--- config.mk ---
export PLATFORM = sky130hd
export DESIGN_NAME = seq_det_session_ctrl
export DESIGN_NICKNAME = d
export VERILOG_FILES = /design/src/rtl/seq_det_session_ctrl.sv
export SDC_FILE = /design/constraint.sdc
export NUM_CORES = 1
export LEC_CHECK = 0
export ABC_AREA = 1
export CAP_MARGIN = 20
export CELL_PAD_IN_SITES_DETAIL_PLACEMENT = 1
export CELL_PAD_IN_SITES_GLOBAL_PLACEMENT = 1
export CORE_MARGIN = 2
export CORE_UTILIZATION = 45
export CTS_CLUSTER_SIZE = 24
export DETAILED_ROUTE_END_ITERATION = 10
export DONT_BUFFER_PORTS = 1
export GPL_ROUTABILITY_DRIVEN = 0
export PLACE_DENSITY_LB_ADDON = 0.1
export SYNTH_ARGS = -nofsm -noshare
export SYNTH_HDL_FRONTEND = slang
export SYNTH_SLANG_ARGS = --single-unit
--- constraint.sdc ---
create_clock -name clk -period 1.93 [get_ports clk]
set_input_delay 0.0965 -clock clk [delete_from_list [all_inputs] [get_ports clk]]
set_output_delay 0.0965 -clock clk [all_outputs]
set_load 0.005 [all_outputs]
--- src/rtl/seq_det_session_ctrl.sv ---
// Session controller wrapping a serial "101" Mealy detector with hit counting.
// Latency: a completing bit sampled at edge E shows hit/match_cnt/done in the cycle after E.
// Backpressure: none; start is ignored while busy, abort cancels an active session.
module seq_det_session_ctrl #(
    parameter int CNT_W = 4,
    parameter int WIN_W = 8
) (
    input  logic             clk,
    input  logic             arstn,
    input  logic             start,
    input  logic             abort,
    input  logic             mode_ovl,
    input  logic [CNT_W-1:0] target,
    input  logic [WIN_W-1:0] window,
    input  logic             data,
    output logic             busy,
    output logic             hit,
    output logic             done,
    output logic             timeout,
    output logic [CNT_W-1:0] match_cnt,
    output logic [WIN_W-1:0] last_pos
);

    typedef enum logic {
        IDLE  = 1'b0,
        ARMED = 1'b1
    } ctrl_t;

    typedef enum logic [1:0] {
        S0  = 2'd0,
        S1  = 2'd1,
        S10 = 2'd2
    } det_t;

    ctrl_t            r_state;
    det_t             r_det;
    logic             r_ovl;
    logic [CNT_W-1:0] r_target;
    logic [WIN_W-1:0] r_window;
    logic [WIN_W-1:0] r_idx;
    logic             r_busy;
    logic             r_hit;
    logic             r_done;
    logic             r_timeout;
    logic [CNT_W-1:0] r_match_cnt;
    logic [WIN_W-1:0] r_last_pos;

    det_t             w_det_nxt;
    logic             w_hit;
    logic [CNT_W-1:0] w_cnt_inc;
    logic [WIN_W-1:0] w_win_m1;
    logic             w_last_sample;
    logic             w_reach;

    assign w_cnt_inc     = r_match_cnt + {{(CNT_W-1){1'b0}}, 1'b1};
    assign w_win_m1      = r_window - {{(WIN_W-1){1'b0}}, 1'b1};
    assign w_last_sample = (r_window != '0) && (r_idx == w_win_m1);
    assign w_reach       = w_hit && (w_cnt_inc == r_target);

    // Detector next state and hit decode for the bit on the data pin this cycle
    always_comb begin
        w_det_nxt = r_det;
        w_hit     = 1'b0;
        case (r_det)
            S0:  w_det_nxt = data ? S1 : S0;
            S1:  w_det_nxt = data ? S1 : S10;
            S10: begin
                if (data) begin
                    w_hit     = 1'b1;
                    // Overlap keeps the trailing "1" as the start of the next match
                    w_det_nxt = r_ovl ? S1 : S0;
                end else begin
                    w_det_nxt = S0;
                end
            end
            default: w_det_nxt = S0;
        endcase
    end

    // Session sequencing, counters and registered status pulses
    always_ff @(posedge clk or negedge arstn) begin
        if (!arstn) begin
            r_state     <= IDLE;
            r_det       <= S0;
            r_ovl       <= 1'b0;
            r_target    <= '0;
            r_window    <= '0;
            r_idx       <= '0;
            r_busy      <= 1'b0;
            r_hit       <= 1'b0;
            r_done      <= 1'b0;
            r_timeout   <= 1'b0;
            r_match_cnt <= '0;
            r_last_pos  <= '0;
        end else begin
            r_hit     <= 1'b0;
            r_done    <= 1'b0;
            r_timeout <= 1'b0;
            case (r_state)
                IDLE: begin
                    if (start) begin
                        r_ovl       <= mode_ovl;
                        r_target    <= target;
                        r_window    <= window;
                        r_match_cnt <= '0;
                        r_last_pos  <= '0;
                        r_idx       <= '0;
                        r_det       <= S0;
                        if (target == '0) begin
                            // Nothing to count: complete immediately without arming
                            r_done <= 1'b1;
                        end else begin
                            r_state <= ARMED;
                            r_busy  <= 1'b1;
                        end
                    end
                end
                ARMED: begin
                    if (abort) begin
                        // Cancel drops this edge's sample; counters keep their values
                        r_state <= IDLE;
                        r_busy  <= 1'b0;
                    end else begin
                        r_det <= w_det_nxt;
                        r_idx <= r_idx + {{(WIN_W-1){1'b0}}, 1'b1};
                        if (w_hit) begin
                            r_hit       <= 1'b1;
                            r_match_cnt <= w_cnt_inc;
                            r_last_pos  <= r_idx;
                        end
                        // Reaching the target takes precedence over an exhausted window
                        if (w_reach) begin
                            r_done  <= 1'b1;
                            r_state <= IDLE;
                            r_busy  <= 1'b0;
                        end else if (w_last_sample) begin
                            r_timeout <= 1'b1;
                            r_state   <= IDLE;
                            r_busy    <= 1'b0;
                        end
                    end
                end
                default: begin
                    r_state <= IDLE;
                    r_busy  <= 1'b0;
                end
            endcase
        end
    end

    assign busy      = r_busy;
    assign hit       = r_hit;
    assign done      = r_done;
    assign timeout   = r_timeout;
    assign match_cnt = r_match_cnt;
    assign last_pos  = r_last_pos;

endmodule

==> run metrics, run 1 <==
sum of negative setup slack=0 ns; worst slew pin tran=0.300 ns; summed area of non-filler cells in the final layout=2440 sq um; number of buffers added by the clock tree synthesis step=5; Setup crit end kind=register; skew final=0.00634 ns; category of the worst setup path launch point=register; total standard cell area after synthesis=2060 sq um; number of hold violations in the final report=0; CTS tree=built; CTS sink cnt=40; Seq/Total Area, Yosys=0.485; Compound-Gate Fraction of Synth Area=0.104; detailed-route DRC error count=0; fraction of registers with async set/reset=1.00; max capacitance violation total=0; Max Clk Rate=585 MHz; wire length of the first global-routing pass=9.01 mm; worst-path fanout max=5; total power density per cell area=989 nW/um^2; Sequential cell area=1000 sq um; combined area of the multi-input logic cells=898 sq um; final-stage net count=315; number of antenna-violating nets in the routed design=0; total placed instance area=2150 sq um; synthesized netlist cell count=267; number of antenna violations at the first check in global routing=0; worst slew margin relative to its limit=0.799; path class of the lowest-slack min-delay path=in -> reg; final-report max-slew violation count=0; total power of the final layout=2.41 mW; initial core utilization=0.470; number of enable flip-flop cells after synthesis=0; Worst Setup Slack, final=0.221 ns; core area=4380 sq um; number of top-level pins=34; total detailed-routing wirelength=5.26 mm; final cycle utilization of the critical path=0.885; Yosys Warn Count=0; time the worst path needs with I/O delays and setup=1.71 ns; Port Buffers=0; number of storage elements in the synthesis netlist=40; Die Footprint=5140 sq um; static leakage=1.25 nW; maximum number of pins on one net before global-route repair=41; ratio of cells with drive above 1 in the final layout=0.116; router iterations before antenna repair=4; Min Hold Slack=0.00206 ns; endpoint required time on the critical path=2.12 ns; Placed Cells incl. Taps=320; net count after synthesis=289; floorplan die height=71.7 um; clock slew seen by the registers of the worst setup and hold paths=0.08 ns; H-tree depth reported by CTS=2; worst setup slack before clock tree synthesis=0.136 ns; Crit path largest cell delay=0.38 ns; Total GRT Usage=0.227; grt total ovfl=0; Fillers=559; drt via density=5.22; combinational family with the most area after synthesis=simple AND/OR/NAND/NOR gates; number of standard-cell rows in the floorplan=24; Critical Path Most Common Cell=sky130_fd_sc_hd__nand2_1; slowest cell on the critical path=sky130_fd_sc_hd__dfrtp_1; width of the die=71.7 um; final setup violating endpoints=0; post-layout utilization of the core=0.556; post-layout instance count excluding filler cells=346; Peak VDD IR=478 uV; Synth Area in Adders=0.0243; cells along the critical path=inv_2, ha_1, nand2_1, inv_1, nor2_1, nand2_1, nor2_2, nand3_1, nor2_1, nand2_1, nand2_2, nand2_1, nand2_1, nand2_1; insertion delay to the later sink of the worst-skew pair=0.29 ns; antenna cells=0; Iter 0 DRT Violations=63; Arr. time, crit path=1.90 ns; detailed placer's ending HPWL=3.74 mm; distinct cell type count of the synthesized netlist=24; share of cell area taken by muxes after synthesis=0; Synth Flop Type=sky130_fd_sc_hd__dfrtp_1; Clock Root Buffer=sky130_fd_sc_hd__clkbuf_8; vias after detailed routing=1806; average footprint of a synthesized cell=7.72 sq um; share of the synthesized netlist area taken by xor and xnor gates=0.0255; post-synthesis share of cell area spent on and, or, nand and nor gates=0.281; routed len/inst=15.2 um; maximum buffer depth of the clock tree=2; relative area change from synthesis to final layout=18.2%; number of global-route vias before repair=1866; critical path class=reg -> reg; outcome=complete, no violations
==> cell usage in the layout (no fill, tap or decap), drive strengths merged <==
cell / count
clkbuf: 6
clkinv: 1
dfrtp: 40
nand3: 13
buf: 10
inv: 39
xnor2: 3
nand2: 86
nor3: 2
dlygate4sd3: 13
o32ai: 2
ha: 4
a32o: 1
a22o: 1
xor2: 3
nor2: 30
o21ai: 27
nand4: 4
bufinv: 1
a21oi: 6
o22ai: 2
==> synth_stat cells, types with 3 or more instances <==
master | n | area [sq um]
sky130_fd_sc_hd__nand2_1 | 82 | 308
sky130_fd_sc_hd__dfrtp_1 | 40 | 1000
sky130_fd_sc_hd__inv_1 | 36 | 135
sky130_fd_sc_hd__o21ai_0 | 27 | 135
sky130_fd_sc_hd__nor2_1 | 25 | 93.8
sky130_fd_sc_hd__nand3_1 | 13 | 65.1
sky130_fd_sc_hd__a21oi_1 | 6 | 30.0
sky130_fd_sc_hd__ha_1 | 4 | 50.1
sky130_fd_sc_hd__nand4_1 | 4 | 25.0
sky130_fd_sc_hd__nor2_2 | 4 | 25.0
sky130_fd_sc_hd__clkbuf_1 | 3 | 11.3
sky130_fd_sc_hd__inv_2 | 3 | 11.3
sky130_fd_sc_hd__nand2_2 | 3 | 18.8
sky130_fd_sc_hd__xnor2_1 | 3 | 26.3
sky130_fd_sc_hd__xor2_1 | 3 | 26.3
==> area by class of cell <==
class / count / share of cell area
clock buffer: 6 / 0.0298
clock inverter: 2 / 0.0144
inverter: 39 / 0.0601
multi-input combinational: 184 / 0.369
sequential: 40 / 0.411
tap: 52 / 0.0267
timing repair buffer: 23 / 0.0893
==> per-layer routing <==
metal  part of all wire  wire, um  track usage
met3              0.030       157       0.0464
met4              0.012        63       0.0629
met1               0.46      2410        0.288
met2               0.50      2620        0.394
met5                  0         0            0
==> state kept, by name, indices dropped and copies added (netlist names) <==
name	cells
r_window	8
r_state	1
busy	1
hit	1
r_target	4
timeout	1
match_cnt	4
r_det	2
r_idx	8
last_pos	8
r_ovl	1
done	1
==> cells by family after synthesis <==
family,Yosys count
AND/OR/NAND/NOR,135
buffers and inverters,43
flip-flops,40
AO/OA/AOI/OAI,39
XOR/XNOR,6
adder cells (fa/ha/maj),4
==> worst max-delay path, delay by kind of cell (launching register included) <==
| family | cells | cell delay, ns |
|---|---|---|
| AND/OR/NAND/NOR | 11 | 0.81 |
| flip-flops | 1 | 0.38 |
| adder cells (fa/ha/maj) | 1 | 0.31 |
| buffers and inverters | 2 | 0.11 |
==> power breakdown <==
group	switching [mW]	internal (mW)	total [mW]
clock	0.297	0.384	0.681
combinational	0.395	0.260	0.655
sequential	0.130	0.945	1.07
==> worst paths after layout <==
kind	startpoint	end	slack, ns	cells after the start
hold reg to reg	last_pos[0]	last_pos[0]	0.52	2
min in group asynchronous	arstn	match_cnt[2]	0.26	2
setup reg to reg	r_window[0]	busy	0.22	14
setup / recovery	r_window[0]	busy	0.22	14
hold / removal	target[0]	r_target[0]	0.002	2
max in group asynchronous	arstn	match_cnt[1]	1.47	2
==> what timing repair did <==
| item | CTS | global route |
|---|---|---|
| setup buffers | 0 | 4 |
| hold buffers | 14 | 0 |
| endpoints found under the setup margin | 0 | 3 |
| resized for setup | 0 | 4 |
| hold endpoints to repair | 52 | 0 |
No activity file was read; power rests on OpenSTA's default activity.
==> run 2: changes to the inputs <==
Settings changed: ABC_AREA 1 to not set, CORE_UTILIZATION 45 to 47.
==> run metrics, run 2 <==
static leakage=1.23 nW (was 1.25 nW); insertion delay to the later sink of the worst-skew pair=0.30 ns (was 0.29 ns); cell accounting for the most synthesized area=sky130_fd_sc_hd__dfrtp_1 (unchanged); width of the die=69.7 um (was 71.7 um); detailed placer's ending HPWL=3.95 mm (was 3.74 mm); CTS tree=built (unchanged); Synth Flop Type=sky130_fd_sc_hd__dfrtp_1 (unchanged); maximum buffer depth of the clock tree=2 (unchanged); Min Hold Slack=0.0223 ns (was 0.00206 ns); internal power summed over all cells=1.71 mW (was 1.59 mW); total standard cell area after synthesis=2030 sq um (was 2060 sq um); clock slew seen by the registers of the worst setup and hold paths=0.08 ns (about the same); slowest cell on the critical path=sky130_fd_sc_hd__dfrtp_1 (unchanged); time the worst path needs with I/O delays and setup=1.92 ns (was 1.71 ns); initial core utilization=0.497 (was 0.470); final cycle utilization of the critical path=0.994 (was 0.885); fraction of registers with async set/reset=1.00 (unchanged); number of hold violations in the final report=0 (unchanged); number of top-level pins=34 (unchanged); worst setup slack before clock tree synthesis=-0.0772 ns (was 0.136 ns); Total GRT Usage=0.253 (was 0.227); Placed Cells incl. Taps=286 (was 320); detailed-route DRC error count=0 (unchanged); Worst Setup Slack, final=0.0113 ns (was 0.221 ns); drt via density=5.76 (was 5.22); net count after synthesis=251 (was 289); Seq/Total Area, Yosys=0.493 (was 0.485); number of antenna-violating nets in the routed design=0 (unchanged); category of the worst setup path launch point=register (unchanged); setup repair after global routing missed its margin=true; H-tree depth reported by CTS=2 (unchanged); outcome=complete, no violations (unchanged); wire length of the first global-routing pass=9.74 mm (was 9.01 mm); synth cell count leaders=sky130_fd_sc_hd__nand2_1 (63), sky130_fd_sc_hd__dfrtp_1 (40), sky130_fd_sc_hd__nand3_1 (20) (was sky130_fd_sc_hd__nand2_1 (82), sky130_fd_sc_hd__dfrtp_1 (40), sky130_fd_sc_hd__inv_1 (36)); commonest cells after routing, fill and taps aside=sky130_fd_sc_hd__nand2_1 (63), sky130_fd_sc_hd__dfrtp_1 (39), sky130_fd_sc_hd__nand3_1 (20), sky130_fd_sc_hd__buf_4 (20), sky130_fd_sc_hd__o21ai_0 (16) (was sky130_fd_sc_hd__nand2_1 (82), sky130_fd_sc_hd__dfrtp_1 (39), sky130_fd_sc_hd__inv_1 (34), sky130_fd_sc_hd__o21ai_0 (27), sky130_fd_sc_hd__nor2_1 (24)); Die Footprint=4860 sq um (was 5140 sq um); total power of the final layout=2.55 mW (was 2.41 mW); number of buffers added by the clock tree synthesis step=5 (unchanged); routed len/inst=18.3 um (was 15.2 um); synthesized netlist cell count=229 (was 267); Clock Root Buffer=sky130_fd_sc_hd__clkbuf_8 (unchanged); Sw Pwr=0.843 mW (was 0.823 mW); Peak VDD IR=574 uV (was 478 uV); Crit path largest cell delay=0.40 ns (was 0.38 ns); Port Buffers=0 (unchanged); final-report max-slew violation count=0 (unchanged); number of global-route vias before repair=2026 (was 1866); total detailed-routing wirelength=5.74 mm (was 5.26 mm); relative area change from synthesis to final layout=25.9% (was 18.2%); skew final=0.0113 ns (was 0.00634 ns); most common cell after layout, fill and taps aside=sky130_fd_sc_hd__nand2_1 (unchanged); largest cells by area after synthesis=sky130_fd_sc_hd__dfrtp_1 (49%), sky130_fd_sc_hd__nand2_1 (12%), sky130_fd_sc_hd__nand3_1 (4.9%) (was sky130_fd_sc_hd__dfrtp_1 (49%), sky130_fd_sc_hd__nand2_1 (15%), sky130_fd_sc_hd__inv_1 (6.6%)); distinct cell type count of the synthesized netlist=36 (was 24); number of enable flip-flop cells after synthesis=0 (unchanged); total placed instance area=2190 sq um (was 2150 sq um); final setup violating endpoints=0 (unchanged); combinational power share=0.308 (was 0.272); CTS sink cnt=40 (unchanged); Iter 0 DRT Violations=111 (was 63); average footprint of a synthesized cell=8.87 sq um (was 7.72 sq um); Yosys Warn Count=0 (unchanged); Setup crit end kind=register (unchanged); endpoint required time on the critical path=2.09 ns (was 2.12 ns); number of standard-cell rows in the floorplan=23 (was 24); Max Clk Rate=521 MHz (was 585 MHz); summed area of non-filler cells in the final layout=2560 sq um (was 2440 sq um); router iterations before antenna repair=5 (was 4); floorplan die height=69.7 um (was 71.7 um); clock network fraction of design power=0.266 (was 0.283); Arr. time, crit path=2.08 ns (was 1.90 ns); critical path class=reg -> reg (unchanged); cell with the most instances after synthesis=sky130_fd_sc_hd__nand2_1 (unchanged); antenna cells=0 (unchanged); vias after detailed routing=1810 (was 1806); maximum number of pins on one net before global-route repair=41 (unchanged); net switching fraction of the power=0.331 (was 0.341); max capacitance violation total=0 (unchanged); core area=4090 sq um (was 4380 sq um); number of antenna violations at the first check in global routing=0 (unchanged); ratio of cells with drive above 1 in the final layout=0.167 (was 0.116); worst slew margin relative to its limit=0.615 (was 0.799); final-stage net count=285 (was 315); post-layout instance count excluding filler cells=314 (was 346); worst-path fanout max=6 (was 5); post-synth top area share=0.493 (was 0.485); number of storage elements in the synthesis netlist=40 (unchanged); grt total ovfl=0 (unchanged); power share of the sequential group=0.426 (was 0.446); worst slew pin tran=0.573 ns (was 0.300 ns); path class of the lowest-slack min-delay path=in -> reg (unchanged); total power density per cell area=998 nW/um^2 (was 989 nW/um^2); cells along the critical path=inv_2, ha_4, nand2b_4, a21oi_2, a311o_1, a221oi_2, a31o_1, o21ai_1 (was inv_2, ha_1, nand2_1, inv_1, nor2_1, nand2_1, nor2_2, nand3_1, nor2_1, nand2_1, nand2_2, nand2_1, nand2_1, nand2_1)
## run 2: cell families after synthesis
family | count (synthesis) | share of synthesized area
XOR/XNOR | 14 | 0.0604
adder cells (fa/ha/maj) | 4 | 0.0246
AO/OA/AOI/OAI | 34 | 0.118
AND/OR/NAND/NOR | 120 | 0.266
buffers and inverters | 15 | 0.0283
multiplexers | 2 | 0.00986
flip-flops | 40 | 0.493
## run 2: layout make-up
class / instances / area (sq um)
Timing Repair Buffer: 38 / 343
Inverter: 4 / 15.0
Sequential cell: 40 / 1000
Fill cell: 467 / 1530
Clock buffer: 6 / 72.6
Tap cell: 50 / 62.6
Multi-Input combinational cell: 174 / 1030
Clock inverter: 2 / 35.0
## run 2: worst max-delay path: cells and delay by family, from the launching register on
kind	cells	cell delay (ns)
AOI/OAI and AO/OA	5	0.99
adders and majority gates	1	0.17
buffers and inverters	1	0.09
DFF	1	0.40
and+or+nand+nor	1	0.14
## run 2: timing repair
item,CTS,global route
gates cloned,0,0
setup buffers,2,2
gates resized for setup,6,8
setup endpoints to repair,3,3
pin swaps,4,6
hold buffers,16,0
hold endpoints to repair,54,0
## run 2: routing by layer
metal  GRT usage  up-vias  part of all wire
li1            -      851                 -
met1       0.303      900              0.42
met2       0.436       45              0.52
met3      0.0683       14             0.040
met4      0.0897        0             0.019
met5           0        -                 0
## run 2: path summary, 6_finish.rpt
path	startpoint	end	slack (ns)	cells past startpoint
worst min register to register	r_target[0]	r_target[0]	0.51	2
worst max-delay path	r_window[1]	r_state	0.01	8
max in group asynchronous	arstn	r_window[2]	1.44	2
worst max register to register	r_window[1]	r_state	0.01	8
worst min-delay path	target[2]	r_state	0.02	2
min in group asynchronous	arstn	r_idx[4]	0.27	2
## run 2: power groups by stage
stage                     Combinational [mW]  Clock [mW]  Sequential [mW]
after floorplan                        0.418           0             1.06
after global placement                 0.581           0             1.08
after detailed placement               0.625           0             1.09
after CTS                              0.720       0.686             1.07
after global routing                   0.863       0.745             1.10
final                                  0.786       0.679             1.09
## run 2: stage by stage
step           TNS (ns)  utilization
2_1_floorplan         0            -
3_3_place_gp          0        0.536
3_5_place_dp     -0.151        0.536
4_1_cts               0        0.612
5_1_grt          -0.200        0.626
6_report              0        0.626
==> run 3: changes to the inputs <==
Settings changed: ABC_AREA set to 1, CORE_UTILIZATION 47 to 45, GPL_TIMING_DRIVEN set to 0.
==> run metrics, run 3 (same netlist as run 1, synthesis figures left out) <==
outcome=complete, no violations (unchanged); vias after detailed routing=1738 (was 1810); number of global-route vias before repair=1834 (was 2026); clock slew seen by the registers of the worst setup and hold paths=0.07 ns (was 0.08 ns); number of buffers added by the clock tree synthesis step=5 (unchanged); Crit path largest cell delay=0.47 ns (was 0.40 ns); most common cell after layout, fill and taps aside=sky130_fd_sc_hd__nand2_1 (unchanged); cells along the critical path=ha_1, xnor2_1, nand2_1, nor2_2, nand3_1, nand2_1, inv_1, nand2_2, nand2_1, nand2_1, nand2_1 (was inv_2, ha_4, nand2b_4, a21oi_2, a311o_1, a221oi_2, a31o_1, o21ai_1); relative area change from synthesis to final layout=16.0% (was 25.9%); detailed placer's ending HPWL=3.64 mm (was 3.95 mm); commonest cells after routing, fill and taps aside=sky130_fd_sc_hd__nand2_1 (82), sky130_fd_sc_hd__dfrtp_1 (39), sky130_fd_sc_hd__inv_1 (34), sky130_fd_sc_hd__o21ai_0 (27), sky130_fd_sc_hd__nor2_1 (24) (was sky130_fd_sc_hd__nand2_1 (63), sky130_fd_sc_hd__dfrtp_1 (39), sky130_fd_sc_hd__nand3_1 (20), sky130_fd_sc_hd__buf_4 (20), sky130_fd_sc_hd__o21ai_0 (16)); critical path class=reg -> reg (unchanged); Iter 0 DRT Violations=48 (was 111); worst-path fanout max=7 (was 6); final cycle utilization of the critical path=0.901 (was 0.994); routed len/inst=14.6 um (was 18.3 um); final-report max-slew violation count=0 (unchanged); path class of the lowest-slack min-delay path=in -> reg (unchanged); final setup violating endpoints=0 (unchanged); path length in cells of the critical path=11 (was 8); total detailed-routing wirelength=4.99 mm (was 5.74 mm); Total GRT Usage=0.218 (was 0.253); setup repair after global routing missed its margin=false (was true); CTS tree=built (unchanged); maximum number of pins on one net before global-route repair=41 (unchanged); Clock Root Buffer=sky130_fd_sc_hd__clkbuf_8 (unchanged); wire length of the first global-routing pass=8.67 mm (was 9.74 mm); maximum buffer depth of the clock tree=2 (unchanged); grt total ovfl=0 (unchanged); static leakage=1.22 nW (was 1.23 nW); worst slew pin tran=0.446 ns (was 0.573 ns); width of the die=71.7 um (was 69.7 um); endpoint required time on the critical path=2.11 ns (was 2.09 ns); slowest cell on the critical path=sky130_fd_sc_hd__dfrtp_2 (was sky130_fd_sc_hd__dfrtp_1); H-tree depth reported by CTS=2 (unchanged); ratio of cells with drive above 1 in the final layout=0.100 (was 0.167); category of the worst setup path launch point=register (unchanged); antenna cells=0 (unchanged); router iterations before antenna repair=4 (was 5); number of antenna-violating nets in the routed design=0 (unchanged); Critical Path Most Common Cell=sky130_fd_sc_hd__nand2_1; floorplan die height=71.7 um (was 69.7 um); Max Clk Rate=575 MHz (was 521 MHz); Critical path buffers and inverters=1 (unchanged); Port Buffers=0 (unchanged); detailed-route DRC error count=0 (unchanged); worst slew margin relative to its limit=0.703 (was 0.615); final-stage net count=311 (was 285); insertion delay to the later sink of the worst-skew pair=0.29 ns (was 0.30 ns); Arr. time, crit path=1.92 ns (was 2.08 ns); core area=4380 sq um (was 4090 sq um); number of top-level pins=34 (unchanged); sum of negative setup slack=0 ns (unchanged); number of standard-cell rows in the floorplan=24 (was 23); Hold Path Cell Cnt=2 (unchanged); Peak VDD IR=407 uV (was 574 uV); skew final=0.00417 ns (was 0.0113 ns); drt via density=5.08 (was 5.76); max capacitance violation total=0 (unchanged); CTS sink cnt=40 (unchanged); number of hold violations in the final report=0 (unchanged); number of antenna violations at the first check in global routing=0 (unchanged); initial core utilization=0.470 (was 0.497); cell count of the worst reg-to-reg path=11 (was 8); Min Hold Slack=0.00889 ns (was 0.0223 ns); total power density per cell area=990 nW/um^2 (was 998 nW/um^2); time the worst path needs with I/O delays and setup=1.74 ns (was 1.92 ns); Die Footprint=5140 sq um (was 4860 sq um); Setup crit end kind=register (unchanged); family with the most delay on the worst path=simple AND/OR/NAND/NOR gates (was compound AO/OA/AOI/OAI gates)
==> run 3: area by class of cell <==
cell class | count | area (sq um)
plain buffers | 4 | 18.8
well taps | 52 | 65.1
multi-input cells | 184 | 898
repair buffers | 15 | 153
clock buffers | 6 | 72.6
clock inverters | 2 | 35.0
fillers | 545 | 1990
inverters | 39 | 146
flip-flops and latches | 40 | 1000
==> run 3: worst paths after layout <==
kind                                   start      endpoint  slack [ns]
max in group asynchronous              arstn  match_cnt[0]        1.46
worst min-delay path               target[1]   r_target[1]       0.009
min in group asynchronous              arstn          done        0.27
worst min register to register   last_pos[7]   last_pos[7]        0.52
worst max-delay path            match_cnt[0]          busy        0.19
worst max register to register  match_cnt[0]          busy        0.19
==> run 3: per-stage QoR <==
| step | util | power (mW) | std cells | setup slack, ns | cell area (sq um) |
|---|---|---|---|---|---|
| floorplan | - | 1.49 | 267 | 0.354 | 2060 |
| global placement | 0.485 | 1.63 | 319 | 0.103 | 2130 |
| detailed placement | 0.485 | 1.65 | 319 | 0.0848 | 2130 |
| CTS | 0.539 | 2.37 | 339 | 0.0599 | 2360 |
| global route | 0.545 | 2.55 | 342 | 0.0125 | 2390 |
| finish | 0.545 | 2.37 | 342 | 0.190 | 2390 |
==> run 3: where the power goes <==
| group | switching [mW] | total, mW | internal, mW |
|---|---|---|---|
| clock | 0.285 | 0.669 | 0.384 |
| sequential | 0.124 | 1.07 | 0.945 |
| combinational | 0.387 | 0.630 | 0.243 |
==> run 3: routing by layer <==
layer  global-route usage  up-vias  routed length (um)
met5                    0        -                   0
met4               0.0566        0                  41
met3               0.0436        4                 146
met2                0.373       33                2410
met1                0.282      817                2380
li1                     -      884                   -
==> run 3: timing repair <==
item	in CTS	in global routing
endpoints found under the hold margin	50	0
hold buffers	12	0
resized for setup	0	4
setup endpoints to repair	0	1
buffers inserted	0	3
